===== config.mk =====
export PLATFORM = sky130hd
export DESIGN_NAME = keypad_scanner
export DESIGN_NICKNAME = d
export VERILOG_FILES = /design/src/rtl/keypad_pkg.sv /design/src/rtl/keypad_debounce.sv /design/src/rtl/keypad_scanner.sv
export SDC_FILE = /design/constraint.sdc
export NUM_CORES = 1
export LEC_CHECK = 0
export CORE_UTILIZATION = 65
export DETAILED_ROUTE_END_ITERATION = 12
export PLACE_DENSITY_LB_ADDON = 0.15
export SETUP_SLACK_MARGIN = 0.5
export SYNTH_ARGS = -nofsm -noshare
export SYNTH_HDL_FRONTEND = slang
export SYNTH_HIERARCHICAL = 1
export SYNTH_SLANG_ARGS = --single-unit

===== constraint.sdc =====
create_clock -name clk -period 19.7 [get_ports clk]
set_input_delay 5.91 -clock clk [delete_from_list [all_inputs] [get_ports clk]]
set_output_delay 5.91 -clock clk [all_outputs]
set_load 0.005 [all_outputs]

===== src/rtl/keypad_pkg.sv =====
// keypad_pkg: shared definitions for the 4x3 keypad scanner.
//   - Debounce FSM state encoding and frame classification codes.
//   - Special key indices (star, hash, none).
//   - Row/column to key-index map.
// Optional feature macro: KEYPAD_STAR_HASH_EN (used by the scanner and debounce files).
package keypad_pkg;

  typedef enum logic [1:0] {
    StIdle,
    StConfirm,
    StHeld,
    StRelease
  } deb_state_e;

  typedef enum logic [1:0] {
    FrNone,
    FrSingle,
    FrMulti
  } frame_class_e;

  localparam logic [3:0] KEY_STAR = 4'd10;
  localparam logic [3:0] KEY_HASH = 4'd11;
  localparam logic [3:0] KEY_NONE = 4'hF;

  localparam int unsigned NumKeys = 12;

  // Rows 0..2 hold digits 1..9 in reading order; row 3 is star, 0, hash.
  function automatic logic [3:0] key_index(input logic [1:0] row, input logic [1:0] col);
    logic [3:0] idx;
    if (row == 2'd3) begin
      case (col)
        2'd0:    idx = KEY_STAR;
        2'd1:    idx = 4'd0;
        default: idx = KEY_HASH;
      endcase
    end else begin
      idx = 4'(row) * 4'd3 + 4'(col) + 4'd1;
    end
    return idx;
  endfunction

endpackage


===== src/rtl/keypad_debounce.sv =====
// keypad_debounce: frame-level debounce FSM with registered key outputs.
// Ports:
//   clk_i          clock, rising edge
//   clear_i        synchronous active-high reset
//   frame_done_i   one-clock strobe at the end of each scan frame
//   frame_class_i  NONE / SINGLE / MULTI for the completed frame
//   frame_key_i    key index when the frame is SINGLE
//   keyboard_o     one-hot digit bus (digits 0..9 only)
//   key_valid_o    one-clock pulse per accepted press
//   key_code_o     index of the held key, KEY_NONE when idle
//   key_star_o/key_hash_o  only with KEYPAD_STAR_HASH_EN defined
module keypad_debounce
  import keypad_pkg::*;
#(
  parameter int unsigned DEBOUNCE_FRAMES = 4
) (
  input  logic         clk_i,
  input  logic         clear_i,
  input  logic         frame_done_i,
  input  frame_class_e frame_class_i,
  input  logic [3:0]   frame_key_i,
  output logic [9:0]   keyboard_o,
  output logic         key_valid_o,
  output logic [3:0]   key_code_o
`ifdef KEYPAD_STAR_HASH_EN
  ,
  output logic         key_star_o,
  output logic         key_hash_o
`endif
);

  localparam int unsigned CntW = $clog2(DEBOUNCE_FRAMES + 1);
  localparam logic [CntW-1:0] CntDone = CntW'(DEBOUNCE_FRAMES);
  localparam logic [CntW-1:0] CntOne = CntW'(1);

  deb_state_e      state_q, state_d;
  logic [3:0]      cand_q, cand_d;
  logic [CntW-1:0] cnt_q, cnt_d;
  logic            accept;
  logic            is_cand;

  logic [9:0] keyboard_q, keyboard_d;
  logic       key_valid_q, key_valid_d;
  logic [3:0] key_code_q, key_code_d;
`ifdef KEYPAD_STAR_HASH_EN
  logic key_star_q, key_star_d;
  logic key_hash_q, key_hash_d;
`endif

  assign is_cand = (frame_class_i == FrSingle) && (frame_key_i == cand_q);

  always_ff @(posedge clk_i) begin
    if (clear_i) begin
      state_q     <= StIdle;
      cand_q      <= KEY_NONE;
      cnt_q       <= '0;
      keyboard_q  <= '0;
      key_valid_q <= 1'b0;
      key_code_q  <= KEY_NONE;
`ifdef KEYPAD_STAR_HASH_EN
      key_star_q  <= 1'b0;
      key_hash_q  <= 1'b0;
`endif
    end else begin
      state_q     <= state_d;
      cand_q      <= cand_d;
      cnt_q       <= cnt_d;
      keyboard_q  <= keyboard_d;
      key_valid_q <= key_valid_d;
      key_code_q  <= key_code_d;
`ifdef KEYPAD_STAR_HASH_EN
      key_star_q  <= key_star_d;
      key_hash_q  <= key_hash_d;
`endif
    end
  end

  // Next state: only evaluated on the frame-end strobe.
  always_comb begin
    state_d = state_q;
    cand_d  = cand_q;
    cnt_d   = cnt_q;
    accept  = 1'b0;
    if (frame_done_i) begin
      unique case (state_q)
        StIdle: begin
          if (frame_class_i == FrSingle) begin
            cand_d = frame_key_i;
            cnt_d  = CntOne;
            if (DEBOUNCE_FRAMES == 1) begin
              state_d = StHeld;
              accept  = 1'b1;
            end else begin
              state_d = StConfirm;
            end
          end
        end
        StConfirm: begin
          if (is_cand) begin
            cnt_d = cnt_q + CntOne;
            if (cnt_d == CntDone) begin
              state_d = StHeld;
              accept  = 1'b1;
            end
          end else begin
            state_d = StIdle;
            cand_d  = KEY_NONE;
            cnt_d   = '0;
          end
        end
        StHeld: begin
          if (!is_cand) begin
            // A single NONE frame is already a full release when one frame suffices.
            if ((DEBOUNCE_FRAMES == 1) && (frame_class_i == FrNone)) begin
              state_d = StIdle;
              cand_d  = KEY_NONE;
              cnt_d   = '0;
            end else begin
              state_d = StRelease;
              cnt_d   = CntOne;
            end
          end
        end
        StRelease: begin
          if (frame_class_i == FrNone) begin
            cnt_d = cnt_q + CntOne;
            if (cnt_d >= CntDone) begin
              state_d = StIdle;
              cand_d  = KEY_NONE;
              cnt_d   = '0;
            end
          end else if (is_cand) begin
            state_d = StHeld;
          end else begin
            cnt_d = CntOne;
          end
        end
        default: begin
          state_d = StIdle;
          cand_d  = KEY_NONE;
          cnt_d   = '0;
        end
      endcase
    end
  end

  // Output next values, registered alongside the state.
  always_comb begin
    key_valid_d = accept;
    key_code_d  = key_code_q;
    keyboard_d  = keyboard_q;
    if (state_d == StIdle || state_d == StConfirm) begin
      key_code_d = KEY_NONE;
      keyboard_d = '0;
    end else if (accept) begin
      key_code_d = cand_d;
      keyboard_d = (cand_d <= 4'd9) ? (10'd1 << cand_d) : '0;
    end
`ifdef KEYPAD_STAR_HASH_EN
    key_star_d = (state_d == StHeld || state_d == StRelease) && (cand_d == KEY_STAR);
    key_hash_d = (state_d == StHeld || state_d == StRelease) && (cand_d == KEY_HASH);
`endif
  end

  assign keyboard_o  = keyboard_q;
  assign key_valid_o = key_valid_q;
  assign key_code_o  = key_code_q;
`ifdef KEYPAD_STAR_HASH_EN
  assign key_star_o  = key_star_q;
  assign key_hash_o  = key_hash_q;
`endif

endmodule


===== src/rtl/keypad_scanner.sv =====
// keypad_scanner: 4x3 matrix keypad scanner with frame-level debounce.
// Ports:
//   clk        clock, rising edge
//   clear      synchronous active-high reset
//   col_n      column sense, active-low, asynchronous
//   row_n      row drive, active-low, one row low at a time
//   keyboard   one-hot digit bus, bit d = digit d held
//   key_valid  one-clock pulse per accepted press
//   key_code   held key index, 4'hF when none
//   key_star, key_hash  present only when KEYPAD_STAR_HASH_EN is defined
module keypad_scanner
  import keypad_pkg::*;
#(
  parameter int unsigned SCAN_DIV        = 1000,
  parameter int unsigned DEBOUNCE_FRAMES = 4
) (
  input  logic       clk,
  input  logic       clear,
  input  logic [2:0] col_n,
  output logic [3:0] row_n,
  output logic [9:0] keyboard,
  output logic       key_valid,
  output logic [3:0] key_code
`ifdef KEYPAD_STAR_HASH_EN
  ,
  output logic       key_star,
  output logic       key_hash
`endif
);

  localparam int unsigned DwellW = (SCAN_DIV > 1) ? $clog2(SCAN_DIV) : 1;
  localparam logic [DwellW-1:0] DwellLast = DwellW'(SCAN_DIV - 1);

  logic [2:0]         col_meta_q, col_sync_q;
  logic [1:0]         row_q;
  logic [DwellW-1:0]  dwell_q;
  logic [NumKeys-1:0] frame_q;
  logic [NumKeys-1:0] row_hits, frame_keys;
  logic               row_last, frame_done;
  logic [3:0]         hit_cnt, hit_key;
  frame_class_e       frame_class;

  assign row_last   = (dwell_q == DwellLast);
  assign frame_done = row_last && (row_q == 2'd3);
  assign row_n      = ~(4'b0001 << row_q);

  // Keys seen on the current row, merged with earlier rows of this frame.
  always_comb begin
    row_hits = '0;
    for (int c = 0; c < 3; c++) begin
      if (!col_sync_q[c]) row_hits[key_index(row_q, 2'(c))] = 1'b1;
    end
    frame_keys = frame_q | row_hits;
  end

  always_comb begin
    hit_cnt = '0;
    hit_key = KEY_NONE;
    for (int k = 0; k < NumKeys; k++) begin
      if (frame_keys[k]) begin
        hit_cnt = hit_cnt + 4'd1;
        hit_key = 4'(k);
      end
    end
    if (hit_cnt == 4'd0)      frame_class = FrNone;
    else if (hit_cnt == 4'd1) frame_class = FrSingle;
    else                      frame_class = FrMulti;
  end

  always_ff @(posedge clk) begin
    if (clear) begin
      col_meta_q <= 3'b111;
      col_sync_q <= 3'b111;
      row_q      <= '0;
      dwell_q    <= '0;
      frame_q    <= '0;
    end else begin
      col_meta_q <= col_n;
      col_sync_q <= col_meta_q;
      if (row_last) begin
        dwell_q <= '0;
        row_q   <= row_q + 2'd1;
        // Columns are sampled only here, on the last clock of the dwell.
        frame_q <= frame_done ? '0 : frame_keys;
      end else begin
        dwell_q <= dwell_q + DwellW'(1);
      end
    end
  end

  keypad_debounce #(
    .DEBOUNCE_FRAMES(DEBOUNCE_FRAMES)
  ) u_debounce (
    .clk_i        (clk),
    .clear_i      (clear),
    .frame_done_i (frame_done),
    .frame_class_i(frame_class),
    .frame_key_i  (hit_key),
    .keyboard_o   (keyboard),
    .key_valid_o  (key_valid),
    .key_code_o   (key_code)
`ifdef KEYPAD_STAR_HASH_EN
    ,
    .key_star_o   (key_star),
    .key_hash_o   (key_hash)
`endif
  );

endmodule


# ---- Word-level counts from Yosys, hierarchy flattened
# Index checks and enable logic that the tools add are counted.
dict set report classes {
  addsub 18
  mul 1
  order_cmp 8
  eq_ne 11
  shift 2
  muxes 68
  bitwise 4
  n_reduce_logical 13
}
# op count
set op_table {}
lappend op_table {{$mux 4} 34}
lappend op_table {{$add 4x1->4 const B} 14}
lappend op_table {{$mux 12} 4}
lappend op_table {{$or 12x12->12} 3}
lappend op_table {{$mux 2} 10}
lappend op_table {{$lt 4x5->1 const B} 3}
lappend op_table {{$mux 3} 5}
lappend op_table {{$demux 1 s4} 3}
lappend op_table {{$ge 4x1->1 const B} 3}
lappend op_table {{$pmux 3 s4} 1}
lappend op_table {{$pmux 4 s3} 1}
lappend op_table {{$add 10x1->10 const B} 1}
lappend op_table {{$eq 10x10->1 const B} 1}
lappend op_table {{$mux 10} 1}
lappend op_table {{$shl 1x4->10 const A} 1}
lappend op_table {{$mux 1} 8}
lappend op_table {{$pmux 2 s4} 1}
lappend op_table {{$eq 2x1->1 const B} 3}
lappend op_table {{$eq 2x2->1 const B} 3}
lappend op_table {{$logic_not 2->1} 3}
lappend op_table {{$logic_and 1x1->1} 5}
lappend op_table {{$add 4x2->4 const B} 1}
lappend op_table {{$eq 4x1->1 const B} 1}
lappend op_table {{$eq 4x4->1} 1}
lappend op_table {{13 further kinds} 14}
dict set report totals {
  ff_bits 54
  inputBits 5
}

# ---- Depth between registers and ports, before layout
dict set report logic_depth {
  word_depth 49
  ltp_mapped 48
}

# ---- Cells and area by module
# Netlist, hierarchy kept.
# module instances cells_each area_each_um2 seq_area_each_um2
set by_module_without_submodules {}
lappend by_module_without_submodules {keypad_scanner 1 302 2473.6 600.6}
lappend by_module_without_submodules {keypad_debounce 1 149 1277.5 480.5}

# ---- Worst setup path after synthesis
# Ideal clock, no wire load.
dict set report synth_timing {
  path_type {register to register}
  start {reg row_q[0]}
  end {reg u_debounce.keyboard_q[7], in the netlist u_debounce/keyboard_o[7]}
  setup_time_ns 0.070
  arrival_ns 8.349
  t_required_ns 19.630
  slack_ns 11.280
  stages_incl_launch_ff 45
  path_buffers 1
  path_cell_list {dfxtp_1 inv_1 ha_1 buf_2 and4b_4 a2111oi_4 mux2i_1 inv_1 ha_1 a21oi_1 a21oi_1 ha_1 a21o_1 ha_1 nor2_1 nor2_1 ha_1 nand2b_1 [9 not listed] ha_1 nand2_1 a21boi_0 inv_1 ha_1 nand2_1 o21ai_0 ha_1 nor2_1 nand2_1 o31ai_1 mux2i_1 nor4b_4 nand2_1 o2bb2ai_1 nor3b_4 or3b_1 a21oi_1}
}
dict set report synth_between {
  elab_chain_len 49
  elab_cells_between_ends 99
  classes_between {add/sub (15); mul (1); order compare (7); eq/ne (5); shift (1); mux (57); bitwise (3); reduce/logical (10)}
}
# item line
set synth_lines {}
lappend synth_lines {{start: declaration} keypad_scanner.sv:35} ;# logic [1:0] row_q;
lappend synth_lines {{start signal: assignment} keypad_scanner.sv:82} ;# row_q <= row_q + 2'd1;
lappend synth_lines {{$mul 2x2->4} keypad_pkg.sv:37} ;# idx = 4'(row) * 4'd3 + 4'(col) + 4'd1;
lappend synth_lines {{$add 4x1->4} keypad_pkg.sv:37}
lappend synth_lines {{$add 4x1->4 or $mux 4 (tied branches)} {keypad_pkg.sv:37, keypad_pkg.sv:30}}
lappend synth_lines {{$mux 4, on equally long branches} {keypad_pkg.sv:30, keypad_scanner.sv:51}}
lappend synth_lines {{$mux 4, or another cell as far along} keypad_scanner.sv:51} ;# if (!col_sync_q[c]) row_hits[key_index(row_q, 2'(c))] = 1'b1;
lappend synth_lines {{$lt 4x5->1 (implied by the code), or another cell as far along} keypad_scanner.sv:51}
lappend synth_lines {{$logic_and 1x1->1 (implied by the code) or $mux 1 (tied branches)} keypad_scanner.sv:51}
lappend synth_lines {{$mux 1 (implied by the code) or $demux 1 s4 (tied branches)} keypad_scanner.sv:51}
lappend synth_lines {{[26 not listed]} --}
lappend synth_lines {{$mux 4} keypad_scanner.sv:60} ;# if (frame_keys[k]) begin
lappend synth_lines {{$add 4x1->4} keypad_scanner.sv:61} ;# hit_cnt = hit_cnt + 4'd1;
lappend synth_lines {{$mux 4 *} keypad_scanner.sv:60}
lappend synth_lines {{$eq 4x1->1} keypad_scanner.sv:66} ;# else if (hit_cnt == 4'd1) frame_class = FrSingle;
lappend synth_lines {{$mux 2} keypad_scanner.sv:66}
lappend synth_lines {{$mux 2 *} keypad_scanner.sv:65} ;# if (hit_cnt == 4'd0) frame_class = FrNone;
lappend synth_lines {{net frame_class[1]} keypad_scanner.sv:41} ;# frame_class_e frame_class;
lappend synth_lines {{branches (longest 9 deep; another with $le 4x4->1)} --}
lappend synth_lines {{end signal: assignment} keypad_debounce.sv:68} ;# keyboard_q <= keyboard_d;
lappend synth_lines {{end: declaration} keypad_debounce.sv:42} ;# logic [9:0] keyboard_q, keyboard_d;
# Mark *: on every way through the listed nets, which the timed path passes. The select of a mux whose other input is x is not followed.
# A chain may end at the register's enable or synchronous reset.

# ---- Worst setup path in the final report
dict set report layout_timing {
  start {reg row_q[0]}
  end {reg u_debounce.key_code_q[1], in the netlist u_debounce/key_code_o[1]}
}
dict set report layout_between {
  elab_chain_len 49
  elab_cells_between_ends 96
  classes_between {add/sub (15); mul (1); order compare (6); eq/ne (5); mux (56); bitwise (3); reduce/logical (10)}
}
# item line
set layout_lines {}
lappend layout_lines {{$mul 2x2->4} keypad_pkg.sv:37}
lappend layout_lines {{$add 4x1->4} keypad_pkg.sv:37}
lappend layout_lines {{$add 4x1->4 or $mux 4 (tied branches)} {keypad_pkg.sv:37, keypad_pkg.sv:30}}
lappend layout_lines {{$mux 4, on equally long branches} {keypad_pkg.sv:30, keypad_scanner.sv:51}}
lappend layout_lines {{$mux 4, or another cell as far along} keypad_scanner.sv:51}
lappend layout_lines {{$lt 4x5->1 (implied by the code), or another cell as far along} keypad_scanner.sv:51}
lappend layout_lines {{$logic_and 1x1->1 (implied by the code) or $mux 1 (tied branches)} keypad_scanner.sv:51}
lappend layout_lines {{$mux 1 (implied by the code) or $demux 1 s4 (tied branches)} keypad_scanner.sv:51}
lappend layout_lines {{[32 not listed]} --}
lappend layout_lines {{net frame_class[1]} keypad_scanner.sv:41}
lappend layout_lines {{[1 not listed]} --}
lappend layout_lines {{$logic_and 1x1->1} keypad_debounce.sv:50} ;# assign is_cand = (frame_class_i == FrSingle) && (frame_key_i == cand_q);
lappend layout_lines {{$mux 2} keypad_debounce.sv:132} ;# end else if (is_cand) begin
lappend layout_lines {{$mux 2} keypad_debounce.sv:125} ;# if (frame_class_i == FrNone) begin
lappend layout_lines {{$pmux 2 s4} keypad_debounce.sv:85} ;# unique case (state_q)
lappend layout_lines {{$mux 2} keypad_debounce.sv:84} ;# if (frame_done_i) begin
lappend layout_lines {{$eq 2x1->1 or $logic_not 2->1 (tied branches)} keypad_debounce.sv:152} ;# if (state_d == StIdle || state_d == StConfirm) begin
lappend layout_lines {{$logic_or 1x1->1} keypad_debounce.sv:152}
lappend layout_lines {{$reduce_or 2->1 (no line)} --}
lappend layout_lines {{end signal: assignment} keypad_debounce.sv:70} ;# key_code_q <= key_code_d;
lappend layout_lines {{end: declaration} keypad_debounce.sv:44} ;# logic [3:0] key_code_q, key_code_d;
# The timed path passes the listed nets; every way through them passes the cells marked *. The select of a mux whose other input is x is not followed.

==> impl_metrics.env <==
export IMPL_cpPeakStageDelay_ns=0.96
export IMPL_synthesis_nets=479
export IMPL_remaining_drc_errors=0
export IMPL_p_leak_uw=0.00162
export IMPL_cts_tree="done"
export IMPL_cts_resized=0
export IMPL_core_region_area_um2=5540
export IMPL_place_hpwl_um=6320
export IMPL_synth_top_area_cell="dfxtp_1"
export IMPL_p_sw_share_pct=27.8
export IMPL_drt_iter0_drc=292
export IMPL_grt_pass1_wl_um=14300
export IMPL_timing_final_ws_setup_ns=9.68
export IMPL_die_area_um2=6080
export IMPL_cp_num_buf_inv=6
export IMPL_p_comb_share_pct=14.1
export IMPL_ys_warn_count=6
export IMPL_min_path_type="reg -> reg"
export IMPL_final_nets=495
export IMPL_max_freq_mhz=99.8
export IMPL_dr_total_vias=3374
export IMPL_ys_types=71
export IMPL_max_slew_margin_pct=25.2
export IMPL_path_class="reg -> reg"
export IMPL_clkSinkCount=54
export IMPL_io_buffers=23
export IMPL_ys_seq_area_share_pct=28.8
export IMPL_gp_congestion=0.899
export IMPL_switching_power_uw=57.5
export IMPL_hold_viol=0
export IMPL_finalPower_uw=207
export IMPL_clk_pin_slew_ns=0.11
export IMPL_synth_edf_count=0
export IMPL_clockPowerShare_pct=32.1
export IMPL_ant_nets=0
export IMPL_postCtsSetupBuffers=0
export IMPL_numCtsBuffers=5
export IMPL_clk_latency_ns=0.32
export IMPL_final_period_utilization_pct=50.8
export IMPL_drt_met1_wl_um=3990
export IMPL_rows=27
export IMPL_areaGrowthSynthToFinish_pct=9.81
export IMPL_grt_pass1_vias=3106
export IMPL_worstPathArrival_ns=10.23
export IMPL_power_density_nw_per_um2=50.3
export IMPL_mappedNetlistArea_um2=3750
export IMPL_wl_met2_um=3800
export IMPL_overflow=0
export IMPL_io_pin_count=24
export IMPL_drive_above_1_share_pct=7.69
export IMPL_routed_top_layer="met4"
export IMPL_end_kind="register"
export IMPL_track_usage_pct=29.0
export IMPL_critPathLaunchType="register"
export IMPL_antenna_found_initial=0
export IMPL_most_common_layout_cells="nand2_1, dfxtp_1, nor2_1"
export IMPL_crit_family="adder cells"
export IMPL_status="finished clean"
export IMPL_synthFlopType="dfxtp_1"
export IMPL_drt_pass1_iterations=5
export IMPL_cp_startpoint="row_q[0]"
export IMPL_ys_ff_latch=54
export IMPL_maxCapViolations=0
export IMPL_tns_ns=0
export IMPL_irDropWorstVdd_mv=0.0562
export IMPL_holdWs_ns=0.419
export IMPL_wl_per_cell_um=15.4
export IMPL_cts_root_buffer="clkbuf_8"
export IMPL_htreeDepth=2
export IMPL_die_y_um=78.0
export IMPL_synth_avg_cell_area_um2=8.32
export IMPL_dp_slack_ns=9.85
export IMPL_finalClockSkew_ns=0.0134
export IMPL_synth_area_leaders="dfxtp_1, ha_1, nand2_1, nor2_1, o21ai_0"
export IMPL_path_max_fanout=12
export IMPL_slew_viol_final=0
export IMPL_setup_viol=0
export IMPL_hold_path_startpoint="col_meta_q[1]"
export IMPL_seq_power_share_pct=53.8
export IMPL_crit_required_ns=19.92
export IMPL_wirelength_um=8340
export IMPL_crit_top_cell="ha_1"
export IMPL_p_int_uw=150
export IMPL_rsz0062_at_grt="false"
export IMPL_netlist_instances=451
export IMPL_initial_core_util_pct=67.7
export IMPL_wl_met3_um=402
export IMPL_r2r_start="row_q[0]"
export IMPL_fin_crit_ns=10.02
export IMPL_hold_buffers=0
export IMPL_cts_buffer_depth=2
export IMPL_cp_slowest_cell="a211oi_1"
export IMPL_worstMarginPinSlew_ns=1.12
export IMPL_via_per_inst=6.25
export IMPL_diodes=0
export IMPL_async_flop_share_pct=0
export IMPL_synth_top_cell_area_share_pct=28.8
export IMPL_die_x_um=78.0
export IMPL_grt_max_degree=25
==> final cells by class <==
| class | count | area, um^2 |
|---|---|---|
| clock buffer | 5 | 68.8 |
| inverter | 17 | 63.8 |
| tap | 72 | 90.1 |
| multi-input combinational | 364 | 2540 |
| clock inverter | 3 | 28.8 |
| fill | 427 | 1420 |
| sequential | 54 | 1080 |
| timing repair buffer | 25 | 245 |
==> worst register-to-register path, delay by kind of cell, from the launching register on <==
kind	cells	cell delay, ns
AOI/OAI and AO/OA	13	3.05
adders and majority gates	11	3.28
buffers and inverters	6	0.64
DFF	1	0.47
muxes	2	0.46
and+or+nand+nor	14	2.02
==> kinds of logic after synthesis <==
family / count (synthesis) / synth area share [%]
mux: 8 / 2.17
buf+inv: 33 / 3.44
xor+xnor: 35 / 10.6
fa+ha+maj: 23 / 7.67
compound gates: 117 / 21.5
simple gates: 181 / 25.8
flops: 54 / 28.8
==> metrics by stage <==
stage / util (%) / instance area, um^2 / cells
6_report: 74.3 / 4120 / 540
4_1_cts: 74.3 / 4120 / 540
3_3_place_gp: 72.6 / 4020 / 532
2_1_floorplan: - / 3750 / 451
3_5_place_dp: 72.6 / 4020 / 532
5_1_grt: 74.3 / 4120 / 540
==> routing by layer <==
| layer | vias to the layer above | global-route usage [%] |
|---|---|---|
| met5 | - | 0 |
| met4 | 0 | 8.89 |
| met3 | 15 | 4.12 |
| met2 | 105 | 47.1 |
| met1 | 1597 | 39.9 |
| li1 | 1657 | - |
==> worst paths after layout <==
check | slack, ns | endpoint | cells past startpoint
worst max-delay path | 9.68 | u_debounce/key_code_o[1] | 46
worst min-delay path | 0.42 | col_sync_q[1] | 1
worst max register to register | 9.68 | u_debounce/key_code_o[1] | 46
worst min register to register | 0.42 | col_sync_q[1] | 1
==> Yosys cell counts, types with 7 or more instances <==
| library cell | number |
|---|---|
| nand3b_1 | 7 |
| nand3_1 | 13 |
| a31oi_1 | 8 |
| nand2b_1 | 9 |
| dfxtp_1 | 54 |
| clkbuf_1 | 11 |
| ha_1 | 23 |
| or2_2 | 7 |
| nor2_1 | 42 |
| a211oi_1 | 7 |
| xor2_1 | 11 |
| mux2i_1 | 7 |
| nand2_1 | 54 |
| xnor2_1 | 16 |
| inv_1 | 17 |
| a21oi_1 | 25 |
| o21ai_0 | 28 |
==> power groups by stage <==
stage	Clock (uW)	Sequential (uW)	Combinational, uW
after floorplan	0	113	23.7
after global placement	0	114	27.4
after detailed placement	0	114	28.8
after CTS	68.5	111	28.9
after global routing	73.3	112	32.2
final	66.4	111	29.2
==> state kept, by name, indices dropped and copies added, names as in the netlist <==
register and cells:
u_debounce/cand_q 4, u_debounce/state_q 2, dwell_q 10, u_debounce/key_code_o 4
col_sync_q 3, u_debounce/cnt_q 3, frame_q 12, u_debounce/key_valid_o 1
col_meta_q 3, row_q 2, u_debounce/keyboard_o 10
(Power assumes the default switching activity.)
